===== config.mk =====
export PLATFORM = sky130hd
export DESIGN_NAME = exec_sequencer_flat
export DESIGN_NICKNAME = d
export VERILOG_FILES = /design/src/rtl/exec_sequencer_pkg.sv /design/src/rtl/exec_sequencer_if.sv /design/src/rtl/exec_sequencer_decode.sv /design/src/rtl/exec_sequencer.sv /design/src/flat_wrapper.sv
export SDC_FILE = /design/constraint.sdc
export NUM_CORES = 1
export LEC_CHECK = 0
export CORE_MARGIN = 2
export CORE_UTILIZATION = 41
export DETAILED_ROUTE_END_ITERATION = 12
export PLACE_DENSITY = 0.83
export SLEW_MARGIN = 20
export SYNTH_ARGS = -nofsm -noshare
export SYNTH_HDL_FRONTEND = slang
export SYNTH_SLANG_ARGS = --single-unit

===== constraint.sdc =====
create_clock -name clock -period 1.35 [get_ports clock]
set_input_delay 0.2025 -clock clock [delete_from_list [all_inputs] [get_ports clock]]
set_output_delay 0.2025 -clock clock [all_outputs]
set_load 0.02 [all_outputs]

===== src/rtl/exec_sequencer_pkg.sv =====
// Shared definitions for the exec_sequencer control slice: opcodes, FSM states,
// the HALT encoding and the instruction field positions.
package exec_sequencer_pkg;

  localparam int PC_W_DEF = 8;
  localparam int INSTR_W  = 9;

  localparam logic [INSTR_W-1:0] HALT_INSTR = 9'h1FF;

  // instruction field slices: [8:6] opcode, [5:3] ra, [2:0] rb / lut index
  localparam int OP_MSB = 8;
  localparam int OP_LSB = 6;
  localparam int RA_MSB = 5;
  localparam int RA_LSB = 3;
  localparam int RB_MSB = 2;
  localparam int RB_LSB = 0;

  // ALU opcodes, shared with the ALU
  typedef enum logic [2:0] {
    OP_ADD  = 3'd0,
    OP_XOR  = 3'd1,
    OP_AND  = 3'd2,
    OP_RSL  = 3'd3,
    OP_MOV  = 3'd4,
    OP_LD   = 3'd5,
    OP_ST   = 3'd6,
    OP_BLQZ = 3'd7
  } opcode_t;

  typedef enum logic [2:0] {
    S_IDLE   = 3'd0,
    S_FETCH  = 3'd1,
    S_DECODE = 3'd2,
    S_EXEC   = 3'd3,
    S_RESULT = 3'd4,
    S_MEMWB  = 3'd5,
    S_HALT   = 3'd6
  } state_t;

endpackage


===== src/rtl/exec_sequencer_if.sv =====
// Datapath-facing bundle of the sequencer: start/done handshake, ROM port,
// ALU opcode/flag, register-file addressing and data-memory strobes.
interface exec_sequencer_if #(parameter int PC_W = 8);

  logic            start;
  logic            busy;
  logic            done;
  logic [8:0]      instr;
  logic            jumpFlag;
  logic [PC_W-1:0] branchTarget;
  logic [PC_W-1:0] instrAddr;
  logic [2:0]      aluOp;
  logic [2:0]      regAddrA;
  logic [2:0]      regAddrB;
  logic            regWrEn;
  logic [2:0]      regWrAddr;
  logic            wbSel;
  logic            memRdEn;
  logic            memWrEn;
  logic [2:0]      lutIdx;

  modport master (
    input  start, instr, jumpFlag, branchTarget,
    output busy, done, instrAddr, aluOp, regAddrA, regAddrB,
           regWrEn, regWrAddr, wbSel, memRdEn, memWrEn, lutIdx
  );

  modport slave (
    output start, instr, jumpFlag, branchTarget,
    input  busy, done, instrAddr, aluOp, regAddrA, regAddrB,
           regWrEn, regWrAddr, wbSel, memRdEn, memWrEn, lutIdx
  );

endinterface


===== src/rtl/exec_sequencer_decode.sv =====
// Combinational instruction decode: register addresses, branch LUT index and
// instruction class flags. BLQZ compares against r0, so its B port reads r0.
module exec_sequencer_decode
  import exec_sequencer_pkg::*;
(
  input  logic [INSTR_W-1:0] instr,
  output opcode_t            opcode,
  output logic [2:0]         reg_a,
  output logic [2:0]         reg_b,
  output logic [2:0]         lut_idx,
  output logic               is_write,
  output logic               is_load,
  output logic               is_store,
  output logic               is_branch,
  output logic               is_halt
);

  // split the instruction into fields and classify it
  always_comb begin
    opcode    = opcode_t'(instr[OP_MSB:OP_LSB]);
    is_halt   = (instr == HALT_INSTR);
    is_branch = (opcode == OP_BLQZ) && !is_halt;
    is_load   = (opcode == OP_LD);
    is_store  = (opcode == OP_ST);
    is_write  = opcode inside {OP_ADD, OP_XOR, OP_AND, OP_RSL, OP_MOV};
    reg_a     = instr[RA_MSB:RA_LSB];
    reg_b     = is_branch ? 3'd0 : instr[RB_MSB:RB_LSB];
    lut_idx   = is_branch ? instr[RB_MSB:RB_LSB] : 3'd0;
  end

endmodule


===== src/rtl/exec_sequencer.sv =====
// exec_sequencer: multi-cycle control FSM for the 9-bit-instruction core.
// Owns the pc, decodes each instruction and sequences ALU, register file and
// data memory through FETCH/DECODE/EXEC/RESULT(/MEMWB).
// Optional build macro EXEC_PERF_COUNT_EN adds saturating cycleCount and
// instrCount outputs.
//
// state  | meaning
// IDLE   | out of reset, waiting for start
// FETCH  | pc on instrAddr, ROM read in flight
// DECODE | ROM data valid; latch decode, drive register addresses
// EXEC   | aluOp driven
// RESULT | commit: write strobe / memory strobe / pc update
// MEMWB  | load write-back from memory read data
// HALT   | 9'h1FF decoded; done high, start restarts at pc 0
module exec_sequencer
  import exec_sequencer_pkg::*;
#(
  parameter int PC_W = PC_W_DEF
) (
  input  logic clock,
  input  logic reset_n,
  exec_sequencer_if.master bus
`ifdef EXEC_PERF_COUNT_EN
  ,
  output logic [15:0] cycleCount,
  output logic [15:0] instrCount
`endif
);

  state_t          state;
  logic [PC_W-1:0] pc;
  logic [2:0]      alu_op;
  logic [2:0]      reg_a;
  logic [2:0]      reg_b;
  logic [2:0]      wr_addr;
  logic [2:0]      lut_idx;
  logic            reg_wr;
  logic            wb_sel;
  logic            mem_rd;
  logic            mem_wr;
  logic            busy;
  logic            done;
  logic            cur_write;
  logic            cur_load;
  logic            cur_store;
  logic            cur_branch;

  opcode_t    d_opcode;
  logic [2:0] d_reg_a;
  logic [2:0] d_reg_b;
  logic [2:0] d_lut_idx;
  logic       d_write;
  logic       d_load;
  logic       d_store;
  logic       d_branch;
  logic       d_halt;

  exec_sequencer_decode u_decode (
    .instr     (bus.instr),
    .opcode    (d_opcode),
    .reg_a     (d_reg_a),
    .reg_b     (d_reg_b),
    .lut_idx   (d_lut_idx),
    .is_write  (d_write),
    .is_load   (d_load),
    .is_store  (d_store),
    .is_branch (d_branch),
    .is_halt   (d_halt)
  );

  // sequencing FSM; every output is registered alongside the state it belongs to
  always_ff @(posedge clock or negedge reset_n) begin
    if (!reset_n) begin
      state      <= S_IDLE;
      pc         <= '0;
      alu_op     <= 3'd0;
      reg_a      <= 3'd0;
      reg_b      <= 3'd0;
      wr_addr    <= 3'd0;
      lut_idx    <= 3'd0;
      reg_wr     <= 1'b0;
      wb_sel     <= 1'b0;
      mem_rd     <= 1'b0;
      mem_wr     <= 1'b0;
      busy       <= 1'b0;
      done       <= 1'b0;
      cur_write  <= 1'b0;
      cur_load   <= 1'b0;
      cur_store  <= 1'b0;
      cur_branch <= 1'b0;
    end else begin
      // strobes and aluOp are single-cycle unless re-asserted below
      alu_op <= 3'd0;
      reg_wr <= 1'b0;
      wb_sel <= 1'b0;
      mem_rd <= 1'b0;
      mem_wr <= 1'b0;
      case (state)
        S_IDLE, S_HALT: begin
          if (bus.start) begin
            state <= S_FETCH;
            pc    <= '0;
            busy  <= 1'b1;
            done  <= 1'b0;
          end
        end
        S_FETCH: state <= S_DECODE;
        S_DECODE: begin
          if (d_halt) begin
            state <= S_HALT;
            busy  <= 1'b0;
            done  <= 1'b1;
          end else begin
            state      <= S_EXEC;
            alu_op     <= d_opcode;
            reg_a      <= d_reg_a;
            reg_b      <= d_reg_b;
            wr_addr    <= d_reg_a;
            lut_idx    <= d_lut_idx;
            cur_write  <= d_write;
            cur_load   <= d_load;
            cur_store  <= d_store;
            cur_branch <= d_branch;
          end
        end
        S_EXEC: begin
          state  <= S_RESULT;
          reg_wr <= cur_write;
          mem_rd <= cur_load;
          mem_wr <= cur_store;
        end
        S_RESULT: begin
          if (cur_load) begin
            state  <= S_MEMWB;
            reg_wr <= 1'b1;
            wb_sel <= 1'b1;
          end else begin
            state <= S_FETCH;
            // jumpFlag is the ALU's registered compare from EXEC
            pc    <= (cur_branch && bus.jumpFlag) ? bus.branchTarget : pc + 1'b1;
          end
        end
        S_MEMWB: begin
          state <= S_FETCH;
          pc    <= pc + 1'b1;
        end
        default: state <= S_IDLE;
      endcase
    end
  end

  assign bus.instrAddr = pc;
  assign bus.aluOp     = alu_op;
  assign bus.regAddrA  = reg_a;
  assign bus.regAddrB  = reg_b;
  assign bus.regWrEn   = reg_wr;
  assign bus.regWrAddr = wr_addr;
  assign bus.wbSel     = wb_sel;
  assign bus.memRdEn   = mem_rd;
  assign bus.memWrEn   = mem_wr;
  assign bus.lutIdx    = lut_idx;
  assign bus.busy      = busy;
  assign bus.done      = done;

`ifdef EXEC_PERF_COUNT_EN
  logic commit;
  assign commit = ((state == S_RESULT) && !cur_load) || (state == S_MEMWB);

  // saturating busy-cycle and committed-instruction counters, cleared on start
  always_ff @(posedge clock or negedge reset_n) begin
    if (!reset_n) begin
      cycleCount <= 16'd0;
      instrCount <= 16'd0;
    end else if (((state == S_IDLE) || (state == S_HALT)) && bus.start) begin
      cycleCount <= 16'd0;
      instrCount <= 16'd0;
    end else begin
      if (busy && (cycleCount != 16'hFFFF)) cycleCount <= cycleCount + 16'd1;
      if (commit && (instrCount != 16'hFFFF)) instrCount <= instrCount + 16'd1;
    end
  end
`endif

endmodule

===== src/flat_wrapper.sv =====
// flat-port wrapper written by rule: the top's interface ports become plain ports
module exec_sequencer_flat import exec_sequencer_pkg::*;
#(
  parameter int PC_W = PC_W_DEF
)
  (clock, reset_n, bus_start, bus_instr, bus_jumpFlag, bus_branchTarget, bus_busy, bus_done, bus_instrAddr, bus_aluOp, bus_regAddrA, bus_regAddrB, bus_regWrEn, bus_regWrAddr, bus_wbSel, bus_memRdEn, bus_memWrEn, bus_lutIdx);
  exec_sequencer_if #(.PC_W(PC_W)) bus_i ();
  input  logic clock;
  input  logic reset_n;
  input wire logic [$bits(bus_i.start)-1:0] bus_start;
  input wire logic [$bits(bus_i.instr)-1:0] bus_instr;
  input wire logic [$bits(bus_i.jumpFlag)-1:0] bus_jumpFlag;
  input wire logic [$bits(bus_i.branchTarget)-1:0] bus_branchTarget;
  output wire logic [$bits(bus_i.busy)-1:0] bus_busy;
  output wire logic [$bits(bus_i.done)-1:0] bus_done;
  output wire logic [$bits(bus_i.instrAddr)-1:0] bus_instrAddr;
  output wire logic [$bits(bus_i.aluOp)-1:0] bus_aluOp;
  output wire logic [$bits(bus_i.regAddrA)-1:0] bus_regAddrA;
  output wire logic [$bits(bus_i.regAddrB)-1:0] bus_regAddrB;
  output wire logic [$bits(bus_i.regWrEn)-1:0] bus_regWrEn;
  output wire logic [$bits(bus_i.regWrAddr)-1:0] bus_regWrAddr;
  output wire logic [$bits(bus_i.wbSel)-1:0] bus_wbSel;
  output wire logic [$bits(bus_i.memRdEn)-1:0] bus_memRdEn;
  output wire logic [$bits(bus_i.memWrEn)-1:0] bus_memWrEn;
  output wire logic [$bits(bus_i.lutIdx)-1:0] bus_lutIdx;
  assign bus_i.start = bus_start;
  assign bus_i.instr = bus_instr;
  assign bus_i.jumpFlag = bus_jumpFlag;
  assign bus_i.branchTarget = bus_branchTarget;
  assign bus_busy = bus_i.busy;
  assign bus_done = bus_i.done;
  assign bus_instrAddr = bus_i.instrAddr;
  assign bus_aluOp = bus_i.aluOp;
  assign bus_regAddrA = bus_i.regAddrA;
  assign bus_regAddrB = bus_i.regAddrB;
  assign bus_regWrEn = bus_i.regWrEn;
  assign bus_regWrAddr = bus_i.regWrAddr;
  assign bus_wbSel = bus_i.wbSel;
  assign bus_memRdEn = bus_i.memRdEn;
  assign bus_memWrEn = bus_i.memWrEn;
  assign bus_lutIdx = bus_i.lutIdx;
  exec_sequencer #(.PC_W(PC_W)) u_core (.clock(clock), .reset_n(reset_n), .bus(bus_i));
endmodule

==> impl_metrics.toml <==
[logic_synthesis]
yosys.area_share.adder_pct = 0.776
synth_cell_types = 47
yosys_most_used_dff = "dfrtp_1"
yosys.area.top_type = "dfrtp_1"
synth.top_cell.area_share_pct = 51.2
synth_cells = 152
synth_edf_count = 0
yosysWarnings = 0
syn_nets = 174
ys_seq_area_share_pct = 51.2
synth_simple_gate_area_share_pct = 16.5
async_reset_ff_share_pct = 100
avgSynthCellArea_um2 = 10.6
synth-xor-area-share_pct = 0.543
synth_top_family_by_area = "compound AO/OA/AOI/OAI gates"
syn_area_um2 = 1610
synth.area.top_cells = "dfrtp_1 51%, a22o_1 3.3%, buf_4 2.8%, a21oi_1 2.5%, o21ai_1 2.5%"
synth.area.mux_share_pct = 2.72
yosys_register_bits = 33
synth_compound_area_share_pct = 20.9

[die]
initial_core_util_pct = 43.4
pin_count = 50
die_area_um2 = 4450
core_um2 = 3720
die_h_um = 66.7
row_count = 22
die_w_um = 66.7

[status]
violations = "negative setup slack"
outcome = "complete, but fails checks"

[global_routing]
grt_pass1_wl_mm = 7.04
grt_max_degree = 34
grt_pass1_vias = 1513
grt-busiest-layer = "met2"
grtUsageMet2_pct = 36.0
antenna_found_initial = 0
grt_use_total_pct = 21.8
use_met1_pct = 27.2
overflow = 0
use_met3_pct = 5.57

[timing]
min_period_over_period_pct = 108
max_freq_ghz = 0.685
worstMarginPinSlew_ps = 287
worst_slack_ps = -109
worst_hold_slack_ps = 268
rsz0062_at_grt = "true"
finalSetupViolCount = 17
report.final.hold_viol_count = 0
fin_crit_ps = 1460
slew-limit-headroom_pct = 80.8
maxSlewViolCount = 0
skew_ps = 4.41

[worst_hold_path]
hold_path.class = "in -> async"

[power_and_ir_drop]
power_frac_comb_pct = 54.3
switchingPower_uw = 1860
vdd_drop_max_mv = 1.05
internal-power_uw = 2990
sequentialPowerShare_pct = 30.6
p_clk_share_pct = 15.1
p_total_uw = 4840
switching_share_pct = 38.4
pwr_density_cell_nw_per_um2 = 1840
p_leak_uw = 0.00134

[setup_path]
crit_path_end_kind = "register"
setup.worst_path.start = "u_core.state[0]"
worst_ep_arrival_time_ps = 1640
required_ps = 1530
critPathLaunchType = "register"
r2r_setup_slack_ps = -110
path_max_fanout = 7
reg2reg_depth = 6
crit_type = "reg -> reg"
timing.rr.start = "u_core.state[0]"
worstSetupEndpoint = "u_core.bus.instrAddr[5]"
r2r_end = "u_core.bus.instrAddr[5]"

[placement]
post-dp-hpwl_mm = 3.01
placed_cells_incl_taps = 275
portBuffers = 49
place_congestion = 0.838

[clocking]
cts-root-buf = "clkbuf_8"
htree_levels = 2
cts.sinks = 33
cts_tree = "yes"
numCtsBuffers = 5
clk_path_buf_depth = 2
clkTransAtPathRegs_ps = 70
clk_latency_ps = 290

[route]
wirelength_mm = 4.40
vias = 1578
antenna_left = 0
dr.pass1.iters = 4
via_per_inst = 5.37
drc_errors = 0
post_drt_wl_per_cell_um = 15.0
first_iter_violations = 155

[finish]
stdcell_count = 294
area_delta_synth_final_pct = 63.1
finish.utilization_pct = 70.8
fin_nets = 267
antennaDiodeCount = 0
layout-drive-gt1-share_pct = 34.1

[flow_run]
max-cap-violations = 0
==> worst max-delay path: stages (launching register included) <==
cell and delay (ps):
dfrtp_2 460, buf_6 140, nand2b_4 130, a22oi_2 270, buf_6 180, a21oi_2 40, a2bb2oi_1 120
==> worst min-delay path by stage <==
stage	to	from	slack, ps	depth (start not counted)
detailed placement	u_core.cur_store	u_core.cur_store	490	1
CTS	u_core.bus.instrAddr[7]	reset_n	280	2
global route	u_core.bus.regWrEn	reset_n	300	2
finish	u_core.bus.wbSel	reset_n	270	2
floorplan	u_core.bus.aluOp[0]	reset_n	-90	0
global placement	u_core.bus.done	u_core.bus.done	480	2
==> timing repair <==
action | CTS | global route
setup endpoints to repair | 53 | 22
buffers inserted | 7 | 4
pin swaps | 18 | 6
cloned | 1 | 0
gates resized for setup | 60 | 9
hold buffers | 0 | 0
==> cell usage in the layout, fill, tap and decap left out, types with 2 or more instances in the layout <==
| master | synthesis | routed |
|---|---|---|
| nor3_1 | 5 | 5 |
| nand2_1 | 10 | 10 |
| a32o_1 | 2 | 2 |
| and3_1 | 5 | 3 |
| clkbuf_8 | 0 | 5 |
| dlymetal6s2s_1 | 0 | 4 |
| nand3_1 | 5 | 4 |
| and3_4 | 0 | 2 |
| clkdlybuf4s15_2 | 0 | 2 |
| buf_6 | 3 | 9 |
| dfrtp_2 | 0 | 5 |
| o31ai_1 | 2 | 2 |
| mux2_4 | 0 | 3 |
| a22o_1 | 6 | 6 |
| clkdlybuf4s50_1 | 0 | 12 |
| inv_1 | 7 | 7 |
| dfrtp_1 | 33 | 28 |
| o21ai_0 | 3 | 2 |
| nand2b_4 | 0 | 3 |
| a21o_1 | 2 | 2 |
| a21oi_1 | 8 | 7 |
| buf_4 | 6 | 38 |
| clkinv_2 | 0 | 2 |
| dlygate4sd2_1 | 0 | 31 |
| nor2_1 | 7 | 7 |
| nand4_1 | 3 | 3 |
| o21ai_1 | 8 | 8 |
==> cell type report <==
type	count	area, um^2
timing repair buffer	98	876
inverter	7	26.3
sequential	33	832
fill	268	1090
multi-input combinational	100	749
clock inverter	3	17.5
clock buffer	5	68.8
tap	48	60.1
==> per-layer routing <==
layer	routed length [um]	share of wire, %
met1	1900	43
met2	2140	49
met3	224	5.1
met4	138	3.1
met5	0	0
==> kinds of logic after synthesis <==
group | after synthesis
buf+inv | 19
fa+ha+maj | 1
flops | 33
xor+xnor | 1
mux | 4
compound gates | 46
simple gates | 48
==> synthesized netlist by cell type, types with 3 or more instances <==
library cell and instances:
dfrtp_1 33, nand2_1 10, a21oi_1 8, o21ai_1 8, inv_1 7, nor2_1 7, a22o_1 6, buf_4 6
and3_1 5, nand3_1 5, nor3_1 5, nand2b_1 4, buf_6 3, mux2_1 3, nand4_1 3, o21ai_0 3
==> stage by stage <==
step                      cell area (um^2)  setup TNS (ps)  setup WS, ps
after CTS                             2570            -560         -98.6
after global routing                  2630           -1820          -150
after detailed placement              2400           -8390          -433
final                                 2630            -761          -109
after global placement                2400           -6980          -361
after floorplan                       1660           -90.5         -83.8
==> registers in the layout, indices dropped and copies added (netlist names), 3 cells and up <==
register	cells
u_core.bus.aluOp	3
u_core.bus.regAddrB	3
u_core.state	3
u_core.bus.instrAddr	8
u_core.bus.regAddrA	3
u_core.bus.lutIdx	3
==> power groups by stage <==
stage / combinational, uW / clock [uW] / sequential, uW
floorplan: 1200 / 0 / 1660
global placement: 2270 / 0 / 1470
detailed placement: 2310 / 0 / 1490
CTS: 2450 / 747 / 1470
global route: 2800 / 796 / 1520
finish: 2630 / 732 / 1480
Note: power is estimated with default switching activity, not from simulation.
